$ cat config.mk
export PLATFORM = sky130hd
export DESIGN_NAME = conf_int_div__arch_agnos
export DESIGN_NICKNAME = d
export VERILOG_FILES = /design/src/rtl/conf_int_div_pkg.sv /design/src/rtl/conf_int_div_step.sv /design/src/rtl/conf_int_div__arch_agnos.sv
export SDC_FILE = /design/constraint.sdc
export NUM_CORES = 1
export LEC_CHECK = 0
export BUFFER_PORTS_ARGS = -buffer_cell sky130_fd_sc_hd__buf_4
export CORE_MARGIN = 10
export CORE_UTILIZATION = 49
export CTS_CLUSTER_SIZE = 12
export DETAILED_ROUTE_END_ITERATION = 8
export PLACE_DENSITY = 0.7
export SYNTH_ARGS = -nofsm -noshare
export SYNTH_HDL_FRONTEND = slang
export SYNTH_SLANG_ARGS = --single-unit
$ cat constraint.sdc
create_clock -name clk -period 7.7 [get_ports clk]
set_input_delay 2.31 -clock clk [delete_from_list [all_inputs] [get_ports clk]]
set_output_delay 2.31 -clock clk [all_outputs]
set_load 0.02 [all_outputs]
$ cat src/rtl/conf_int_div_pkg.sv
// Shared definitions for the configurable-precision restoring divider:
// FSM state codes, counter sizing helper and the divide-by-zero quotient.
package conf_int_div_pkg;

  typedef logic [1:0] state_t;

  localparam state_t ST_IDLE = 2'd0;
  localparam state_t ST_CALC = 2'd1;
  localparam state_t ST_DONE = 2'd2;

  // Widest datapath the all-ones constant covers; users slice it down to N.
  localparam int unsigned MAX_WIDTH = 64;
  localparam logic [MAX_WIDTH-1:0] DBZ_QUOT = '1;

  // Smallest w with 2**w >= v.
  function automatic int unsigned clog2(input int unsigned v);
    int unsigned res;
    res = 0;
    for (int unsigned i = 0; i < 32; i++) begin
      if ((64'd1 << i) < 64'(v)) res = i + 1;
    end
    return res;
  endfunction

endpackage

$ cat src/rtl/conf_int_div_step.sv
// One combinational restoring-division step: shift in the next dividend bit,
// trial-subtract the divisor and emit the resulting quotient bit.
module conf_int_div_step
  import conf_int_div_pkg::*;
#(
  parameter int unsigned WIDTH = 16
) (
  input  logic [WIDTH:0]   i_rem,
  input  logic             i_dvd_msb,
  input  logic [WIDTH-1:0] i_div,
  output logic [WIDTH:0]   o_rem,
  output logic             o_q_bit
);

  logic [WIDTH+1:0] w_shift;
  logic             w_ge;

  assign w_shift = {i_rem, i_dvd_msb};
  assign w_ge    = (w_shift >= {2'b00, i_div});

  // The difference is below the divisor whenever w_ge holds, so WIDTH+1 bits suffice.
  assign o_rem   = w_ge ? (w_shift[WIDTH:0] - {1'b0, i_div}) : w_shift[WIDTH:0];
  assign o_q_bit = w_ge;

endmodule

$ cat src/rtl/conf_int_div__arch_agnos.sv
// Iterative restoring unsigned divider with an approximate mode that resolves
// only the OP_BITWIDTH most-significant quotient bits.
module conf_int_div__arch_agnos
  import conf_int_div_pkg::*;
#(
  parameter int unsigned OP_BITWIDTH        = 16,
  parameter int unsigned DATA_PATH_BITWIDTH = 16
) (
  input  logic                          clk,
  input  logic                          racc,
  input  logic                          start,
  input  logic                          apx,
  input  logic [DATA_PATH_BITWIDTH-1:0] a,
  input  logic [DATA_PATH_BITWIDTH-1:0] b,
  output logic                          ready,
  output logic                          done,
  output logic                          dbz,
  output logic [DATA_PATH_BITWIDTH-1:0] q,
  output logic [DATA_PATH_BITWIDTH-1:0] r
);

  localparam int unsigned N         = DATA_PATH_BITWIDTH;
  localparam int unsigned CNT_W     = clog2(N + 1);
  localparam int unsigned APX_SHIFT = N - OP_BITWIDTH;

  localparam logic [CNT_W-1:0] CNT_ACC = CNT_W'(N);
  localparam logic [CNT_W-1:0] CNT_APX = CNT_W'(OP_BITWIDTH);
  localparam logic [CNT_W-1:0] CNT_ONE = CNT_W'(1);

  state_t           r_state, r_state_d;
  logic [CNT_W-1:0] r_cnt, r_cnt_d;
  logic [N-1:0]     r_dvd, r_dvd_d;
  logic [N-1:0]     r_div, r_div_d;
  logic [N:0]       r_rem, r_rem_d;
  logic             r_apx, r_apx_d;
  logic [N-1:0]     r_q_out, r_q_out_d;
  logic [N-1:0]     r_r_out, r_r_out_d;
  logic             r_done, r_done_d;
  logic             r_dbz, r_dbz_d;

  logic [N:0]       w_rem_nxt;
  logic             w_q_bit;
  logic [N-1:0]     w_dvd_nxt;
  logic             w_accept;

  conf_int_div_step #(
    .WIDTH (N)
  ) u_step (
    .i_rem     (r_rem),
    .i_dvd_msb (r_dvd[N-1]),
    .i_div     (r_div),
    .o_rem     (w_rem_nxt),
    .o_q_bit   (w_q_bit)
  );

  // Quotient bits enter at the bottom as dividend bits leave the top.
  assign w_dvd_nxt = (r_dvd << 1) | N'(w_q_bit);
  assign w_accept  = start && ((r_state == ST_IDLE) || (r_state == ST_DONE));

  always_comb begin
    r_state_d = r_state;
    r_cnt_d   = r_cnt;
    r_dvd_d   = r_dvd;
    r_div_d   = r_div;
    r_rem_d   = r_rem;
    r_apx_d   = r_apx;
    r_q_out_d = r_q_out;
    r_r_out_d = r_r_out;
    r_dbz_d   = r_dbz;
    r_done_d  = 1'b0;

    unique case (r_state)
      ST_IDLE, ST_DONE: begin
        if (w_accept) begin
          r_dvd_d = a;
          r_div_d = b;
          r_apx_d = apx;
          r_rem_d = '0;
          r_cnt_d = apx ? CNT_APX : CNT_ACC;
          if (b == '0) begin
            r_state_d = ST_DONE;
            r_done_d  = 1'b1;
            r_dbz_d   = 1'b1;
            r_q_out_d = DBZ_QUOT[N-1:0];
            r_r_out_d = a;
          end else begin
            r_state_d = ST_CALC;
          end
        end else begin
          r_state_d = ST_IDLE;
        end
      end

      ST_CALC: begin
        r_dvd_d = w_dvd_nxt;
        r_rem_d = w_rem_nxt;
        r_cnt_d = r_cnt - CNT_ONE;
        if (r_cnt == CNT_ONE) begin
          r_state_d = ST_DONE;
          r_done_d  = 1'b1;
          r_dbz_d   = 1'b0;
          // Approximate mode: the resolved bits sit low in the register; align them to the MSBs.
          r_q_out_d = r_apx ? (w_dvd_nxt << APX_SHIFT) : w_dvd_nxt;
          r_r_out_d = r_apx ? '0 : w_rem_nxt[N-1:0];
        end
      end

      default: begin
        r_state_d = ST_IDLE;
      end
    endcase
  end

  always_ff @(posedge clk or negedge racc) begin
    if (!racc) begin
      r_state <= ST_IDLE;
      r_cnt   <= '0;
      r_dvd   <= '0;
      r_div   <= '0;
      r_rem   <= '0;
      r_apx   <= 1'b0;
      r_q_out <= '0;
      r_r_out <= '0;
      r_done  <= 1'b0;
      r_dbz   <= 1'b0;
    end else begin
      r_state <= r_state_d;
      r_cnt   <= r_cnt_d;
      r_dvd   <= r_dvd_d;
      r_div   <= r_div_d;
      r_rem   <= r_rem_d;
      r_apx   <= r_apx_d;
      r_q_out <= r_q_out_d;
      r_r_out <= r_r_out_d;
      r_done  <= r_done_d;
      r_dbz   <= r_dbz_d;
    end
  end

  assign ready = (r_state == ST_IDLE) || (r_state == ST_DONE);
  assign done  = r_done;
  assign dbz   = r_dbz;
  assign q     = r_q_out;
  assign r     = r_r_out;

endmodule

==> flow_summary_export.csv, run 1 <==
group,metric,value,unit
run_status,outcome,"finished clean",
clocking,cts_resized,0,
placement,gp_congestion,0.822,
setup_path,worstPathRequired,7.98,ns
floorplanning,initial_core_util,50.9,%
cells_and_area,layout_commonest_cell,"dfrtp_1",
synthesis,synth_edf_count,0,
synthesis,netlist_instances,533,
pwr,irDropWorstVdd,0.000340,V
placement,place_ws,2.37,ns
routing,num_vias,3997,
cells_and_area,finalInstanceArea,5610,µm²
floorplanning,core_area,9370,µm²
synthesis,synth_top_family_by_area,"simple AND/OR/NAND/NOR gates",
cells_and_area,antenna_cells,0,
timing,fin_skew,0.0131,ns
timing,clock.fmax,199,MHz
routing,drt_iter0_drc,207,
timing,maxSlewViolCount,0,
cells_and_area,syn_to_final_growth,17.7,%
routing,drc_errors,0,
placement,placed_area,5390,µm²
synthesis,ys_dominant_reg_cell,"dfrtp_1",
job,drv_cap,0,
synthesis,yosysSeqAreaShare,47.8,%
cells_and_area,final_core_util,59.9,%
clocking,hold_buffers,0,
timing,rsz0062_at_grt,"false",
global_route,grt_pass1_vias,4013,
setup_path,cp.arrival,5.30,ns
placement,placed_cells,711,
timing,setup_violations,0,
floorplanning,die_h,119,µm
clocking,cts_num_sinks,91,
setup_path,ff2ff_path_depth,8,
pwr,p_leak,2.65,nW
timing,finalSetupTns,0,ns
synthesis,synthMuxAreaShare,2.52,%
routing,dr.pass1.iters,4,
setup_path,critPathCaptureType,"flip-flop",
pwr,power_frac_comb,59.9,%
clocking,cts_tree,"yes",
cells_and_area,layout.cells.non_filler,727,
placement,place.detailed.hpwl,8.37,mm
synthesis,synth_area,4770,µm²
setup_path,worstPathMaxFanout,32,
clocking,h-tree-depth,3,
clocking,cts.clk_slew.worst_paths,0.09,ns
timing,tightestPinTransition,1.15,ns
setup_path,cp-start-kind,"input port",
global_route,grtUsageTotal,17.1,%
synthesis,postSynthAreaPerCell,8.95,µm²
synthesis,synth_xor_area_share,2.20,%
pwr,clock_power_share,12.0,%
setup_path,cp-startpoint,"b[2]",
synthesis,ys_types,56,
pwr,p_int,1.66,mW
floorplanning,die_w,119,µm
cells_and_area,final_layout_size_suffix_gt1_share,18.2,%
global_route,grt_max_degree,91,
global_route,grt-ovfl-total,0,
setup_path,worstSetupEndpoint,"r[14]",
floorplanning,fp.dieArea,14100,µm²
synthesis,yosys.area_share.simple,19.6,%
synthesis,syn_nets,588,
clocking,clk_path_buf_depth,2,
timing,worst_slack,2.68,ns
floorplanning,ios,71,
global_route,antenna_found_initial,0,
pwr,switchingPower,1.45,mW
hold_path,min_path_type,"reg2reg",
routing,ant_nets,0,
routing,wire_per_inst,16.6,µm
synthesis,ys_ff_latch,91,
timing,hold_viol,0,
clocking,post_cts_buffers,0,
pwr,p_seq_share,28.1,%
setup_path,r2r_start,"r_cnt[1]",
synthesis,synth_fa_ha_area_share,5.14,%
clocking,cts-buffers-inserted,9,
clocking,cts_root_buffer,"clkbuf_8",
routing,vias_per_cell,5.50,
timing,post-route-period-util,65.2,%
pwr,finalPower,3.12,mW
routing,finalWirelength,12.1,mm
pwr,p_sw_share,46.6,%
setup_path,r2r_end,"r[14]",
synthesis,yosys_warnings,0,
global_route,grt_pass1_wl,20.0,mm
timing,final.min_clock_period,5.02,ns
clocking,clk_latency,0.38,ns
placement,io_buffers,70,
cells_and_area,fin_nets,648,
setup_path,crit_type,"in2reg",
timing,hold_slack,0.497,ns
timing,timing.slew.headroom,23.1,%
cells_and_area,nFillCells,868,
setup_path,r2r_slack,4.41,ns
synthesis,async_reset_ff_share,100,%
pwr,power.density,555,nW/µm²
floorplanning,rows,35,
cells_and_area,mostFrequentLayoutCells,"91 x dfrtp_1, 77 x nand2_1, 77 x buf_4, 67 x nor2_1, 42 x a21oi_1",
synthesis,synth-compound-area-share,18.4,%
[final cells by class]
class                      instances  area (µm²)  area share (%)
clock inverter                     6        96.3            1.72
inverter                          22        82.6            1.47
clock buffer                      10         128            2.27
sequential                        91        2280            40.6
timing repair buffer              77         578            10.3
tap                              129         161            2.87
multi-input combinational        392        2290            40.8
[critical path, cell delays in order]
cell	delay, ns
buf_4	0.11
nor4_1	0.44
and4_1	0.33
and2_1	0.27
a21oi_2	0.04
buf_4	0.26
inv_1	0.77
nand2_1	0.43
o22ai_1	0.30
[cell usage after synthesis (2+ instances only)]
cell type / number / area [µm²]
xnor2_1: 6 / 52.6
nor4_1: 4 / 25.0
a21oi_1: 43 / 215
and4_1: 3 / 26.3
buf_2: 2 / 10.0
and2_1: 3 / 18.8
nand2b_1: 6 / 37.5
or3_1: 4 / 25.0
o22ai_1: 8 / 50.1
o21ai_1: 10 / 50.1
buf_1: 4 / 15.0
nor2b_1: 3 / 18.8
a21o_1: 9 / 67.6
nor2_1: 67 / 251
mux2i_1: 12 / 120
o21ai_0: 30 / 150
buf_6: 2 / 22.5
ha_1: 18 / 225
a31oi_1: 18 / 113
a211oi_1: 3 / 22.5
nand2_1: 77 / 289
nand3b_1: 3 / 22.5
a21oi_4: 2 / 32.5
nand3_1: 7 / 35.0
o31ai_1: 2 / 15.0
dfrtp_1: 91 / 2280
and3_1: 3 / 18.8
xor2_1: 6 / 52.6
nor3_1: 21 / 105
clkbuf_1: 19 / 71.3
inv_1: 22 / 82.6
[cell families after synthesis]
logic type                 count (synthesis)
muxes                                     12
and+or+nand+nor                          209
buffers and inverters                     50
DFF                                       91
AOI/OAI and AO/OA                        140
xor gates and xnor gates                  12
adders and majority gates                 19
[power by group through the flow]
stage          clock network [mW]  registers, mW  logic (mW)
6_report                    0.373          0.877        1.87
3_3_place_gp                    0          0.878        1.80
5_1_grt                     0.397          0.906        2.08
2_1_floorplan                   0          0.955        1.28
3_5_place_dp                    0          0.884        1.85
4_1_cts                     0.377          0.875        1.87
[routing by layer]
metal	global-route usage, %	part of all wire, %	vias to the layer above
met1	21.0	44	1952
met3	2.86	3.8	12
met2	29.7	51	64
li1	-	-	1969
met4	5.50	1.5	0
met5	0	0	-
[how the worst min path moves through the flow]
stage	from	to	slack [ns]	cells past startpoint
6_report	r_cnt[4]	r_cnt[4]	0.50	1
5_1_grt	r_cnt[4]	r_cnt[4]	0.52	1
4_1_cts	r_cnt[4]	r_cnt[4]	0.49	1
3_5_place_dp	r_cnt[4]	r_cnt[4]	0.47	1
3_3_place_gp	r_cnt[4]	r_cnt[4]	0.46	1
2_1_floorplan	r_cnt[4]	r_cnt[4]	0.45	1
[flip-flops by register name, indices dropped and copies added, names as in the netlist]
| signal | flops |
|---|---|
| dbz | 1 |
| done | 1 |
| q | 16 |
| r | 16 |
| r_apx | 1 |
| r_cnt | 5 |
| r_div | 16 |
| r_dvd | 16 |
| r_rem | 17 |
| r_state | 2 |
Power figures use the tool's default switching activity.
==> inputs of run 2 (changes only) <==
Settings changed: ABC_AREA from default to 1, PLACE_DENSITY 0.7 to 0.72.
Clock period 7.7 ns to 4.1 ns, I/O delays scaled along.
==> flow_summary_export.csv, run 2 <==
group,metric,value,unit
hold_path,min_path_type,"reg2reg",
floorplanning,initial_core_util,50.6,%
clocking,clk_latency,0.37,ns
floorplanning,die_h,123,µm
routing,finalWirelength,13.4,mm
timing,hold_slack,0.492,ns
timing,fin_skew,0.0111,ns
timing,post-route-period-util,66.9,%
timing,final.min_clock_period,2.74,ns
timing,tightestPinTransition,0.926,ns
global_route,antenna_found_initial,0,
cells_and_area,layout_commonest_cell,"nand2_1",
timing,hold_viol,0,
synthesis,synth_edf_count,0,
cells_and_area,mostFrequentLayoutCells,"151 x nand2_1, 116 x inv_1, 91 x dfrtp_1, 81 x nor2_1, 76 x buf_4",
synthesis,ys_top_cells_by_area,"dfrtp_1 43%, nand2_1 11%, inv_1 8.3%",
synthesis,ys_dominant_reg_cell,"dfrtp_1",
setup_path,worstPathRequired,4.36,ns
floorplanning,core_area,10400,µm²
global_route,grtUsageTotal,17.8,%
job,drv_cap,0,
synthesis,yosysTopAreaCellShare,43.4,%
cells_and_area,layout.cells.non_filler,906,
cells_and_area,antenna_cells,0,
setup_path,crit_type,"reg2reg",
synthesis,ys_ff_latch,91,
clocking,cts_root_buffer,"clkbuf_8",
synthesis,ys_types,38,
synthesis,synth.most_common_cell,"nand2_1",
clocking,cts_tree,"yes",
cells_and_area,largest_reg_flops,17,
routing,met3_length,639,µm
floorplanning,die_w,123,µm
synthesis,postSynthAreaPerCell,7.46,µm²
timing,setup_violations,0,
timing,clock.fmax,365,MHz
synthesis,syn_nets,758,
synthesis,yosysSeqAreaShare,43.4,%
clocking,cts-buffers-inserted,9,
floorplanning,fp.dieArea,15200,µm²
routing,drt_iter0_drc,435,
timing,maxSlewViolCount,0,
timing,finalSetupTns,0,ns
routing,drc_errors,0,
run_status,outcome,"finished clean",
clocking,cts.clk_slew.worst_paths,0.09,ns
cells_and_area,syn_to_final_growth,15.5,%
global_route,grt_pass1_vias,4539,
routing,ant_nets,0,
setup_path,cp.arrival,3.00,ns
clocking,clk_path_buf_depth,2,
placement,place.detailed.hpwl,10.3,mm
pwr,irDropWorstVdd,0.000555,V
timing,timing.slew.headroom,38.3,%
synthesis,netlist_instances,703,
routing,wl_met2,6.56,mm
pwr,p_leak,3.21,nW
routing,num_vias,4675,
global_route,grt_pass1_wl,21.9,mm
cells_and_area,final_layout_size_suffix_gt1_share,16.4,%
routing,dr.pass1.iters,5,
clocking,h-tree-depth,3,
clocking,hold_buffers,0,
clocking,post_cts_buffers,0,
synthesis,synth_area,5250,µm²
routing,vias_per_cell,5.16,
placement,placed_cells,890,
synthesis,yosys_warnings,0,
synthesis,yosysTopAreaCell,"dfrtp_1",
floorplanning,rows,37,
routing,routed.top_layer,"met4",
routing,wire_per_inst,14.8,µm
timing,rsz0062_at_grt,"false",
global_route,grt_max_degree,74,
routing,wl_met1,6.03,mm
synthesis,ys_top_cells_by_count,"151 x nand2_1, 116 x inv_1, 91 x dfrtp_1, 82 x nor2_1, 51 x a21oi_1",
floorplanning,ios,71,
placement,io_buffers,70,
cells_and_area,regMostFlops,"r_rem",
clocking,cts_num_sinks,91,
synthesis,async_reset_ff_share,100,%
clocking,cts_resized,0,
cells_and_area,final_core_util,58.4,%
cells_and_area,fin_nets,820,
pwr,power.density,1000,nW/µm²
global_route,grt-ovfl-total,0,
setup_path,cp-start-kind,"flip-flop",
placement,gp_congestion,0.912,
setup_path,critPathCaptureType,"flip-flop",
setup_path,worstPathMaxFanout,37,
pwr,finalPower,6.08,mW
[run 2: cell types whose count changed after synthesis, moves of 12 or more]
cell      before  now
clkbuf_1      19    7
nand4_1        1   20
inv_1         22  116
nand2_1       77  151
nor3_1        21    1
nand3_1        7   43
mux2i_1       12    0
nor2_1        67   82
[run 2: layout make-up]
class                      count  area [µm²]
fill                         997        4310
multi-input combinational    464        2380
sequential                    91        2280
timing repair buffer          76         571
inverter                     123         462
tap                          136         170
clock buffer                  10         128
clock inverter                 6        73.8
[run 2: metal layers]
metal  up-vias  global-route usage [%]
met2       101                    29.5
met5         -                       0
li1       2359                       -
met3        11                    2.92
met4         0                    5.09
met1      2204                    23.6
[run 2: cells by family (layout without fill, tap and decap cells)]
family                   count (synthesis)  after routing  synth area share (%)
AND/OR/NAND/NOR                        326            326                  27.8
buffers and inverters                  148            215                  11.4
AO/OA/AOI/OAI                          113            113                  11.7
flip-flops                              91             91                  43.4
adder cells (fa/ha/maj)                 19             19                  4.67
XOR/XNOR                                 6              6                  1.00
[run 2: worst max-delay path: stages (launching register included)]
cell	delay, ns
dfrtp_1	0.41
nor2_4	0.62
inv_1	0.33
nand2_1	0.58
inv_2	0.36
a22o_1	0.32
[run 2: stage by stage]
step	setup WS, ns	cell area [µm²]
after floorplan	1.81	5250
after global placement	1.19	5860
after detailed placement	1.13	5860
after CTS	1.40	6060
after global routing	1.21	6060
final	1.36	6060
[run 2: final timing paths]
kind | from | to | slack, ns | cells past startpoint
hold reg to reg | r_div[12] | r_div[12] | 0.49 | 2
min in group asynchronous | racc | r_div[15] | 0.99 | 1
setup reg to reg | r_state[1] | r_rem[3] | 1.36 | 5
setup / recovery | r_state[1] | r_rem[3] | 1.36 | 5
max in group asynchronous | racc | r_dvd[9] | 2.38 | 2
hold / removal | r_div[12] | r_div[12] | 0.49 | 2
[run 2: power breakdown]
part           internal, mW  total (mW)  switching, mW
Sequential             1.34        1.59          0.250
Clock                 0.290       0.632          0.342
Combinational          1.37        3.85           2.48
==> inputs of run 3 (changes only) <==
Settings changed: ABC_AREA 1 to 0, PLACE_DENSITY 0.72 to 0.7.
Clock period 4.1 ns to 2.8 ns, I/O delays scaled along.
==> flow_summary_export.csv, run 3 (synthesis results as in run 1) <==
group,metric,value,unit
run_status,outcome,"finished clean",
pwr,p_leak,2.77,nW
placement,place_ws,-0.109,ns
global_route,grt_max_degree,64,
setup_path,crit_chain,"inv_2, ha_4, inv_2, fa_2, a21o_1, a311o_2, a21oi_4, o211ai_4, mux2i_2, or3_4, a21oi_2",
setup_path,critical_path_buf_inv_count,2,
setup_path,r2r_start,"r_dvd[15]",
cells_and_area,largest_reg_flops,17,
timing,hold_slack,0.468,ns
clocking,cts_tree,"yes",
timing,tightestPinTransition,0.752,ns
clocking,hold_buffers,0,
setup_path,r2r_slack,0.07,ns
setup_path,cp-startpoint,"r_dvd[15]",
clocking,cts_num_sinks,91,
timing,maxSlewViolCount,0,
routing,wire_per_inst,16.7,µm
placement,gp_congestion,0.849,
setup_path,worstSetupEndpoint,"r[6]",
cells_and_area,final_core_util,63.3,%
floorplanning,die_h,119,µm
clocking,cts.clk_slew.worst_paths,0.09,ns
setup_path,worstPathRequired,3.09,ns
floorplanning,die_w,119,µm
cells_and_area,fin_nets,674,
setup_path,cp.depth,11,
setup_path,cp.arrival,3.02,ns
clocking,cts_root_buffer,"clkbuf_8",
floorplanning,ios,71,
global_route,grt_pass1_wl,20.8,mm
routing,drc_errors,0,
setup_path,crit_slowest_cell,"a311o_2",
routing,ant_nets,0,
setup_path,critPathCaptureType,"flip-flop",
setup_path,worstPathMaxFanout,6,
hold_path,min_path_type,"in2async",
job,drv_cap,0,
cells_and_area,layout_commonest_cell,"buf_4",
setup_path,r2r_end,"r[6]",
floorplanning,fp.dieArea,14100,µm²
global_route,grt-ovfl-total,0,
global_route,grtUsageTotal,17.8,%
cells_and_area,antenna_cells,0,
timing,timing.slew.headroom,49.9,%
pwr,power.density,1560,nW/µm²
timing,setup_violations,0,
clocking,cts-buffers-inserted,9,
placement,place.detailed.hpwl,9.21,mm
routing,num_vias,4090,
setup_path,ff2ff_path_depth,11,
cells_and_area,nFillCells,851,
cells_and_area,mostFrequentLayoutCells,"96 x buf_4, 91 x dfrtp_1, 77 x nand2_1, 67 x nor2_1, 39 x a21oi_1",
cells_and_area,final_layout_size_suffix_gt1_share,24.7,%
routing,dr.pass1.iters,5,
cells_and_area,finalInstanceArea,5930,µm²
placement,io_buffers,70,
setup_path,cpLargestDelayFamily,"compound AO/OA/AOI/OAI gates",
floorplanning,core_area,9370,µm²
routing,drt_iter0_drc,216,
clocking,clk_latency,0.37,ns
routing,vias_per_cell,5.43,
timing,worst_slack,0.0750,ns
cells_and_area,syn_to_final_growth,24.5,%
placement,placed_area,5530,µm²
global_route,grt_pass1_vias,4143,
setup_path,crit_type,"reg2reg",
timing,rsz0062_at_grt,"true",
pwr,irDropWorstVdd,0.00109,V
clocking,h-tree-depth,3,
cells_and_area,regMostFlops,"r_rem",
setup_path,max_stage_delay,0.43,ns
floorplanning,rows,35,
timing,finalSetupTns,0,ns
clocking,clk_path_buf_depth,2,
setup_path,cp-start-kind,"flip-flop",
timing,final.min_clock_period,2.73,ns
timing,hold_viol,0,
global_route,antenna_found_initial,0,
timing,clock.fmax,367,MHz
setup_path,crit_top_cell,"inv_2",
routing,finalWirelength,12.6,mm
timing,fin_skew,0.0173,ns
timing,post-route-period-util,97.3,%
floorplanning,initial_core_util,50.9,%
[run 3: per-layer routing]
| metal | vias to the layer above | global-route usage (%) | share of wire [%] |
|---|---|---|---|
| met5 | - | 0 | 0 |
| met4 | 0 | 7.10 | 2.2 |
| met3 | 22 | 2.90 | 4.0 |
| met2 | 86 | 29.6 | 50 |
| met1 | 1949 | 22.5 | 44 |
| li1 | 2033 | - | - |
[run 3: area by class of cell]
class / count / area (µm²) / share of cell area (%)
Inverter: 22 / 82.6 / 1.39
Sequential cell: 91 / 2280 / 38.4
Tap cell: 129 / 161 / 2.72
Clock buffer: 10 / 138 / 2.32
Clock inverter: 6 / 53.8 / 0.907
Multi-Input combinational cell: 393 / 2410 / 40.6
Timing Repair Buffer: 102 / 815 / 13.7
[run 3: where the power goes]
group / internal, mW / switching (mW)
clock: 0.367 / 0.520
sequential: 1.99 / 0.453
combinational: 2.59 / 3.35
[run 3: through the flow]
| stage | cells | total power, mW |
|---|---|---|
| 2_1_floorplan | 533 | 6.14 |
| 3_3_place_gp | 725 | 7.59 |
| 3_5_place_dp | 725 | 7.72 |
| 4_1_cts | 751 | 8.90 |
| 5_1_grt | 753 | 10.0 |
| 6_report | 753 | 9.28 |
[run 3: worst register-to-register path: stages, from the launching register on]
cell      delay (ns)
dfrtp_1         0.40
inv_2           0.08
ha_4            0.13
inv_2           0.03
fa_2            0.34
a21o_1          0.20
a311o_2         0.43
a21oi_4         0.20
o211ai_4        0.17
mux2i_2         0.21
or3_4           0.34
a21oi_2         0.12
[run 3: how the worst min path moves through the flow]
stage / from / endpoint / slack (ns) / cells past startpoint
finish: racc / r_div[15] / 0.47 / 1
global placement: r_cnt[4] / r_cnt[4] / 0.46 / 1
CTS: r_cnt[4] / r_cnt[4] / 0.48 / 1
detailed placement: r_cnt[4] / r_cnt[4] / 0.47 / 1
global route: racc / r[10] / 0.51 / 1
floorplan: r_cnt[4] / r_cnt[4] / 0.45 / 1
[run 3: what timing repair did]
item / CTS / global route
gates resized for setup: 9 / 17
pin swaps: 9 / 11
setup buffers: 9 / 2
cloned: 1 / 0
endpoints found under the setup margin: 16 / 18
